## src/rtl/cnn_stream_bridge.sv

```systemverilog
`default_nettype none
// ============================================================================
// Module   : cnn_stream_bridge
// Purpose  : AXI-Stream bridge between the DMA and a sliding-window CNN
//            accelerator. Frames one DxD image per transaction and forwards
//            its pixels to the accelerator. Results are buffered in a
//            first-word-fall-through FIFO, and input is throttled so that
//            HEADROOM slots stay free for in-flight results. Output tlast
//            is generated from a per-frame result count. Framing and
//            overflow errors are flagged.
// Ports    : clk_i / resetn_i          clock, async active-low reset
//            image_dimension           image side D, sampled at frame start
//            clr_err_i                 clears the sticky error flags
//            s_axis_*                  input pixel stream (from DMA)
//            m_axis_*                  output result stream (to DMA)
//            acc_pixel_o/acc_valid_o   pixel to the accelerator
//            acc_stall_o               accelerator must hold its pipeline
//            acc_result_i/_valid_i     result from the accelerator
//            frame_done_o, cfg_err_o   one-cycle status pulses
//            tlast_err_o, ovf_err_o    sticky error flags
//            state_o                   FSM state for debug
// Revision : 1.0 - initial release
// ============================================================================
module cnn_stream_bridge #(
   parameter int DATA_RES     = 8,
   parameter int KERNEL_WIDTH = 3,
   parameter int MAX_DIM      = 32,
   parameter int FIFO_DEPTH   = 16,
   parameter int HEADROOM     = 4
) (
   input  logic                         clk_i,
   input  logic                         resetn_i,
   input  logic [$clog2(MAX_DIM+1)-1:0] image_dimension,
   input  logic                         clr_err_i,
   input  logic [DATA_RES-1:0]          s_axis_tdata,
   input  logic                         s_axis_tvalid,
   input  logic                         s_axis_tlast,
   output logic                         s_axis_tready,
   output logic [DATA_RES-1:0]          m_axis_tdata,
   output logic                         m_axis_tvalid,
   output logic                         m_axis_tlast,
   input  logic                         m_axis_tready,
   output logic [DATA_RES-1:0]          acc_pixel_o,
   output logic                         acc_valid_o,
   output logic                         acc_stall_o,
   input  logic [DATA_RES-1:0]          acc_result_i,
   input  logic                         acc_result_valid_i,
   output logic                         frame_done_o,
   output logic                         cfg_err_o,
   output logic                         tlast_err_o,
   output logic                         ovf_err_o,
   output logic [1:0]                   state_o
);

   localparam int DIM_W = $clog2(MAX_DIM + 1);
   localparam int CNT_W = $clog2(MAX_DIM * MAX_DIM + 1);
   localparam int PTR_W = $clog2(FIFO_DEPTH);
   localparam int OCC_W = PTR_W + 1;

   typedef enum logic [1:0] {
      IDLE  = 2'b00,
      RUN   = 2'b01,
      DRAIN = 2'b10
   } state_t;

   state_t              state;
   state_t              state_nxt;

   logic [CNT_W-1:0]    in_cnt;
   logic [CNT_W-1:0]    out_cnt;
   logic [CNT_W-1:0]    in_total;
   logic [CNT_W-1:0]    out_total;
   logic [CNT_W-1:0]    dim_ext;
   logic [CNT_W-1:0]    out_side;

   logic [DATA_RES:0]   mem [FIFO_DEPTH];
   logic [PTR_W-1:0]    wr_ptr;
   logic [PTR_W-1:0]    rd_ptr;
   logic [OCC_W-1:0]    occ;
   logic [OCC_W-1:0]    free;
   logic [DATA_RES:0]   head;

   logic                empty;
   logic                full;
   logic                accept;
   logic                pop;
   logic                push;
   logic                drop;
   logic                res_room;
   logic                out_open;
   logic                last_in;
   logic                last_out;
   logic                tlast_pop;
   logic                cfg_ok;
   logic                frame_start;
   logic                cfg_bad;

   // ------------------------------------------------------------------------
   // Frame geometry: widen D before multiplying so D*D never truncates.
   // ------------------------------------------------------------------------
   assign dim_ext  = CNT_W'(image_dimension);
   assign out_side = dim_ext - CNT_W'(KERNEL_WIDTH) + CNT_W'(1);
   assign cfg_ok   = (image_dimension >= DIM_W'(KERNEL_WIDTH));

   assign frame_start = (state == IDLE) && s_axis_tvalid && cfg_ok;
   assign cfg_bad     = (state == IDLE) && s_axis_tvalid && !cfg_ok;

   // ------------------------------------------------------------------------
   // FIFO status and handshakes
   // ------------------------------------------------------------------------
   assign empty    = (occ == '0);
   assign full     = (occ == OCC_W'(FIFO_DEPTH));
   assign free     = OCC_W'(FIFO_DEPTH) - occ;
   assign head     = mem[rd_ptr];

   assign pop      = !empty && m_axis_tready;
   // A full FIFO still takes a result when the head leaves in the same cycle.
   assign res_room = !full || pop;
   assign out_open = (out_cnt != out_total);
   assign push     = acc_result_valid_i && res_room && out_open;
   assign drop     = acc_result_valid_i && !(res_room && out_open);
   assign last_out = ((out_cnt + CNT_W'(1)) == out_total);

   assign accept    = s_axis_tvalid && s_axis_tready;
   assign last_in   = ((in_cnt + CNT_W'(1)) == in_total);
   assign tlast_pop = pop && head[DATA_RES];

   // ------------------------------------------------------------------------
   // FSM: state register
   // ------------------------------------------------------------------------
   always_ff @(posedge clk_i or negedge resetn_i) begin
      if (!resetn_i) begin
         state <= IDLE;
      end else begin
         state <= state_nxt;
      end
   end

   // ------------------------------------------------------------------------
   // FSM: next state and input-side ready. Ready depends only on registered
   // state, never on s_axis_tvalid.
   // ------------------------------------------------------------------------
   always_comb begin
      state_nxt     = state;
      s_axis_tready = 1'b0;
      case (state)
         IDLE: begin
            if (frame_start) begin
               state_nxt = RUN;
            end
         end
         RUN: begin
            s_axis_tready = (in_cnt < in_total) && (free > OCC_W'(HEADROOM));
            if (tlast_pop) begin
               state_nxt = IDLE;
            end else if (s_axis_tvalid && s_axis_tready && last_in) begin
               state_nxt = DRAIN;
            end
         end
         DRAIN: begin
            if (tlast_pop) begin
               state_nxt = IDLE;
            end
         end
         default: begin
            state_nxt = IDLE;
         end
      endcase
   end

   // ------------------------------------------------------------------------
   // Frame counters and latched totals
   // ------------------------------------------------------------------------
   always_ff @(posedge clk_i or negedge resetn_i) begin
      if (!resetn_i) begin
         in_cnt    <= '0;
         out_cnt   <= '0;
         in_total  <= '0;
         out_total <= '0;
      end else if (frame_start) begin
         in_total  <= dim_ext * dim_ext;
         out_total <= out_side * out_side;
         in_cnt    <= '0;
         out_cnt   <= '0;
      end else begin
         if (accept) begin
            in_cnt <= in_cnt + CNT_W'(1);
         end
         if (push) begin
            out_cnt <= out_cnt + CNT_W'(1);
         end
      end
   end

   // ------------------------------------------------------------------------
   // Output FIFO. Storage needs no reset: the occupancy count gates it.
   // ------------------------------------------------------------------------
   always_ff @(posedge clk_i) begin
      if (push) begin
         mem[wr_ptr] <= {last_out, acc_result_i};
      end
   end

   always_ff @(posedge clk_i or negedge resetn_i) begin
      if (!resetn_i) begin
         wr_ptr <= '0;
         rd_ptr <= '0;
         occ    <= '0;
      end else begin
         if (push) begin
            wr_ptr <= wr_ptr + PTR_W'(1);
         end
         if (pop) begin
            rd_ptr <= rd_ptr + PTR_W'(1);
         end
         occ <= occ + OCC_W'(push) - OCC_W'(pop);
      end
   end

   // ------------------------------------------------------------------------
   // Status pulses and sticky errors (a new error beats a same-cycle clear)
   // ------------------------------------------------------------------------
   always_ff @(posedge clk_i or negedge resetn_i) begin
      if (!resetn_i) begin
         frame_done_o <= 1'b0;
         cfg_err_o    <= 1'b0;
         tlast_err_o  <= 1'b0;
         ovf_err_o    <= 1'b0;
      end else begin
         frame_done_o <= tlast_pop && (state != IDLE);
         cfg_err_o    <= cfg_bad;

         if (accept && (s_axis_tlast != last_in)) begin
            tlast_err_o <= 1'b1;
         end else if (clr_err_i) begin
            tlast_err_o <= 1'b0;
         end

         if (drop) begin
            ovf_err_o <= 1'b1;
         end else if (clr_err_i) begin
            ovf_err_o <= 1'b0;
         end
      end
   end

   // ------------------------------------------------------------------------
   // Outputs
   // ------------------------------------------------------------------------
   assign m_axis_tvalid = !empty;
   assign m_axis_tdata  = empty ? '0 : head[DATA_RES-1:0];
   assign m_axis_tlast  = !empty && head[DATA_RES];

   assign acc_pixel_o   = s_axis_tdata;
   assign acc_valid_o   = accept;
   assign acc_stall_o   = (free <= OCC_W'(HEADROOM)) || !m_axis_tready;

   assign state_o       = state;

endmodule
`default_nettype wire

```

## config.mk

```make
export PLATFORM = sky130hd
export DESIGN_NAME = cnn_stream_bridge
export DESIGN_NICKNAME = d
export VERILOG_FILES = /design/src/rtl/cnn_stream_bridge.sv
export SDC_FILE = /design/constraint.sdc
export NUM_CORES = 1
export LEC_CHECK = 0
export ABC_AREA = 1
export ABC_CLOCK_PERIOD_IN_PS = 3900
export BUFFER_PORTS_ARGS = -buffer_cell sky130_fd_sc_hd__buf_4
export CAP_MARGIN = 10
export CORE_MARGIN = 8
export CORE_UTILIZATION = 46
export DETAILED_ROUTE_END_ITERATION = 8
export SLEW_MARGIN = 15
export SYNTH_ARGS = -nofsm -noshare
export SYNTH_HDL_FRONTEND = slang
export SYNTH_SLANG_ARGS = --single-unit
```

## constraint.sdc

```tcl
create_clock -name clk_i -period 3.9 [get_ports clk_i]
set_input_delay 0 -clock clk_i [delete_from_list [all_inputs] [get_ports clk_i]]
set_output_delay 0 -clock clk_i [all_outputs]
set_load 0.01 [all_outputs]
```

==> reports/metrics.cfg <==
[clocking]
htreeDepth = 1
cts_tree = built
cts_buffers = 23
clk_latency_ns = 0.52
clockRootBuffer = clkbuf_16
path_clk_slew_ns = 0.06
clock_sinks = 204
cts_buffer_depth = 3

[synthesis]
yosysTopAreaCell = edfxtp_1
synth.cell_area_um2 = 11720
synthCells = 1214
synth_cell_types = 44
synth_sequential_area_ratio_pct = 49.72
synth_seq_cells = 204
avgSynthCellArea_um2 = 9.652
synth_nets = 1338
yosysWarnings = 0
synthTopCellsByArea = edfxtp_1 37%, dfrtp_1 13%, ha_1 6.6%
synth.top_cell.area_share_pct = 36.90

[cells_and_area]
drive_gt1_share_pct = 19.07
design_area_um2 = 14180
final_nets = 1461
stdcell_count = 1683
area_growth_syn_to_layout_pct = 21.01
final_common_cell = nand2_1
n_antenna_cell = 0
mostFrequentLayoutCells = 185 x nand2_1, 144 x edfxtp_1, 141 x nor2_1
utilization_pct = 56.47

[die]
core-area_um2 = 25110
die_h_um = 175.6
fp-row-count = 58
die-area_um2 = 30840
die_w_um = 175.6
ios = 56
initial_core_util_pct = 46.67

[placement]
post_dp_cell_area_um2 = 12930
place_hpwl_um = 18270
placed_cells = 1611
gp_congestion = 0.8183
portBuffers = 39

[grt]
grt_pass1_wl_um = 44770
grt_max_degree = 78
grt_pass1_vias = 8793
grt.overflow.total = 0
grt.total_usage_pct = 17.76
antenna_found_initial = 0

[detailed_routing]
vias = 8729
totalWireLength_um = 27180
wl_per_cell_um = 16.15
drt_pass1_iterations = 7
drc = 0
vias_per_cell = 5.187
ant_nets = 0
drt-initial-drc-count = 597

[sta]
finalMaxSlewViolations = 0
max_clock_freq_ghz = 0.2556
hold_viol = 0
worst_pin_slew_ns = 0.9631
fin_skew_ns = 0.009491
setup_viol = 1
whs_ns = 0.00001457
layout_setup_ws_ns = -0.01187
rsz0062_at_grt = yes
slew_headroom_pct = 35.73
min_period_ns = 3.912
fin_crit_sh_pct = 100.3

[worst_setup_path]
worst_ep_required_time_ns = 4.31
arrival_ns = 4.32
r2r_cells = 12
endpoint_kind = register
cp-start-kind = input port
crit_type = in -> reg
critPathMaxFanout = 5
cpMostUsedCell = nand2_2
cp_slowest_cell = fa_1
max_stage_delay_ns = 0.56

[power_and_ir_drop]
p_total_mw = 9.079
leakagePower_nw = 6.020
ir_worst_vdd_mv = 0.3742
p_sw_share_pct = 38.73
pwr_density_cell_nw_per_um2 = 640.3
p_sw_mw = 3.516
power_frac_clock_pct = 24.2
combPwrFrac_pct = 43.3
internal_power_mw = 5.563
pwr-share-seq_pct = 32.5

[worst_hold_path]
hold_path_depth = 0
hold_path_class = in -> out

[status]
violations = setup timing
outcome = finished with violations

[job]
drv_cap = 0

metal layers:
layer | routed length [µm] | global-route usage, % | up-vias
met2 | 13450 | 30.84 | 155
met5 | 0 | 0 | -
met3 | 951 | 2.298 | 57
met4 | 872 | 6.464 | 0
li1 | - | - | 4322
met1 | 11910 | 22.34 | 4195
flip-flops by register name, summed over array words and instances, names as in the netlist:
name and flops:
ovf_err_o 1, frame_done_o 1, tlast_err_o 1, in_cnt 11, occ 5, state_o 2
wr_ptr 4, in_total 10, rd_ptr 4, out_cnt 11, mem 144, cfg_err_o 1
out_total 9
worst max-delay path: cells and delay by family:
family | cells | cell delay (ns)
xor+xnor | 1 | 0.21
fa+ha+maj | 6 | 2.46
buf+inv | 6 | 0.39
simple gates | 17 | 1.25
what timing repair did:
| item | CTS | global route |
|---|---|---|
| hold buffers | 18 | 0 |
| resized for setup | 19 | 35 |
| hold endpoints to repair | 197 | 0 |
| buffers inserted | 7 | 6 |
| setup endpoints to repair | 2 | 2 |
| pin swaps | 20 | 43 |
area by class of cell:
class                           count  area [µm²]
Tap cell                          330       412.9
Clock buffer                       31       655.6
Clock inverter                     10       122.6
Multi-Input combinational cell    806        5329
Timing Repair Buffer              147        1216
Fill cell                        2228       10930
Sequential cell                   204        5827
Inverter                          155       616.8
stage by stage:
| step | setup slack [ns] | setup TNS, ns |
|---|---|---|
| detailed placement | -0.6462 | -2.369 |
| global placement | -0.5531 | -1.869 |
| floorplan | -0.3322 | -0.4073 |
| CTS | 0.007696 | 0 |
| finish | -0.01187 | -0.01187 |
| global route | -0.2464 | -0.3504 |
cell families (layout without fill, tap and decap cells):
kind of cell,after synthesis,after routing,share of synthesized area [%]
xor+xnor,44,44,3.406
simple gates,465,465,17.07
fa+ha+maj,95,95,12.26
flops,204,204,49.72
compound gates,202,202,10.10
buf+inv,204,343,7.442
final timing paths:
path / from / end / slack [ns]
max: image_dimension[2] / out_total[10] / -0.01
max reg2reg: occ[3] / tlast_err_o / 0.53
min in group asynchronous: resetn_i / cfg_err_o / 0.09
min reg2reg: in_total[9] / in_total[9] / 0.53
max in group asynchronous: resetn_i / rd_ptr[0] / 3.13
min: s_axis_tdata[3] / acc_pixel_o[3] / 0.00001
synth_stat cells (all sizes together):
master,count
a211oi,2
a21boi,1
a21oi,32
a22o,1
a31o,1
buf,29
clkbuf,20
clkinv,5
dfrtp,60
edfxtp,144
fa,33
ha,62
inv,150
nand2,205
nand3,82
nand3b,3
nand4,8
nor2,159
nor3,5
nor3b,3
o211ai,15
o21a,2
o21ai,111
o21bai,2
o221ai,23
o22ai,11
o31ai,1
xnor2,11
xnor3,1
xor2,32
power groups by stage:
| stage | logic [mW] | registers (mW) | clock network, mW |
|---|---|---|---|
| global route | 4.44 | 3.00 | 2.31 |
| detailed placement | 3.81 | 3.00 | 0 |
| finish | 3.93 | 2.95 | 2.20 |
| global placement | 3.76 | 2.99 | 0 |
| floorplan | 2.65 | 2.93 | 0 |
| CTS | 3.88 | 2.96 | 2.24 |
Note: power is estimated with default switching activity, not from simulation.
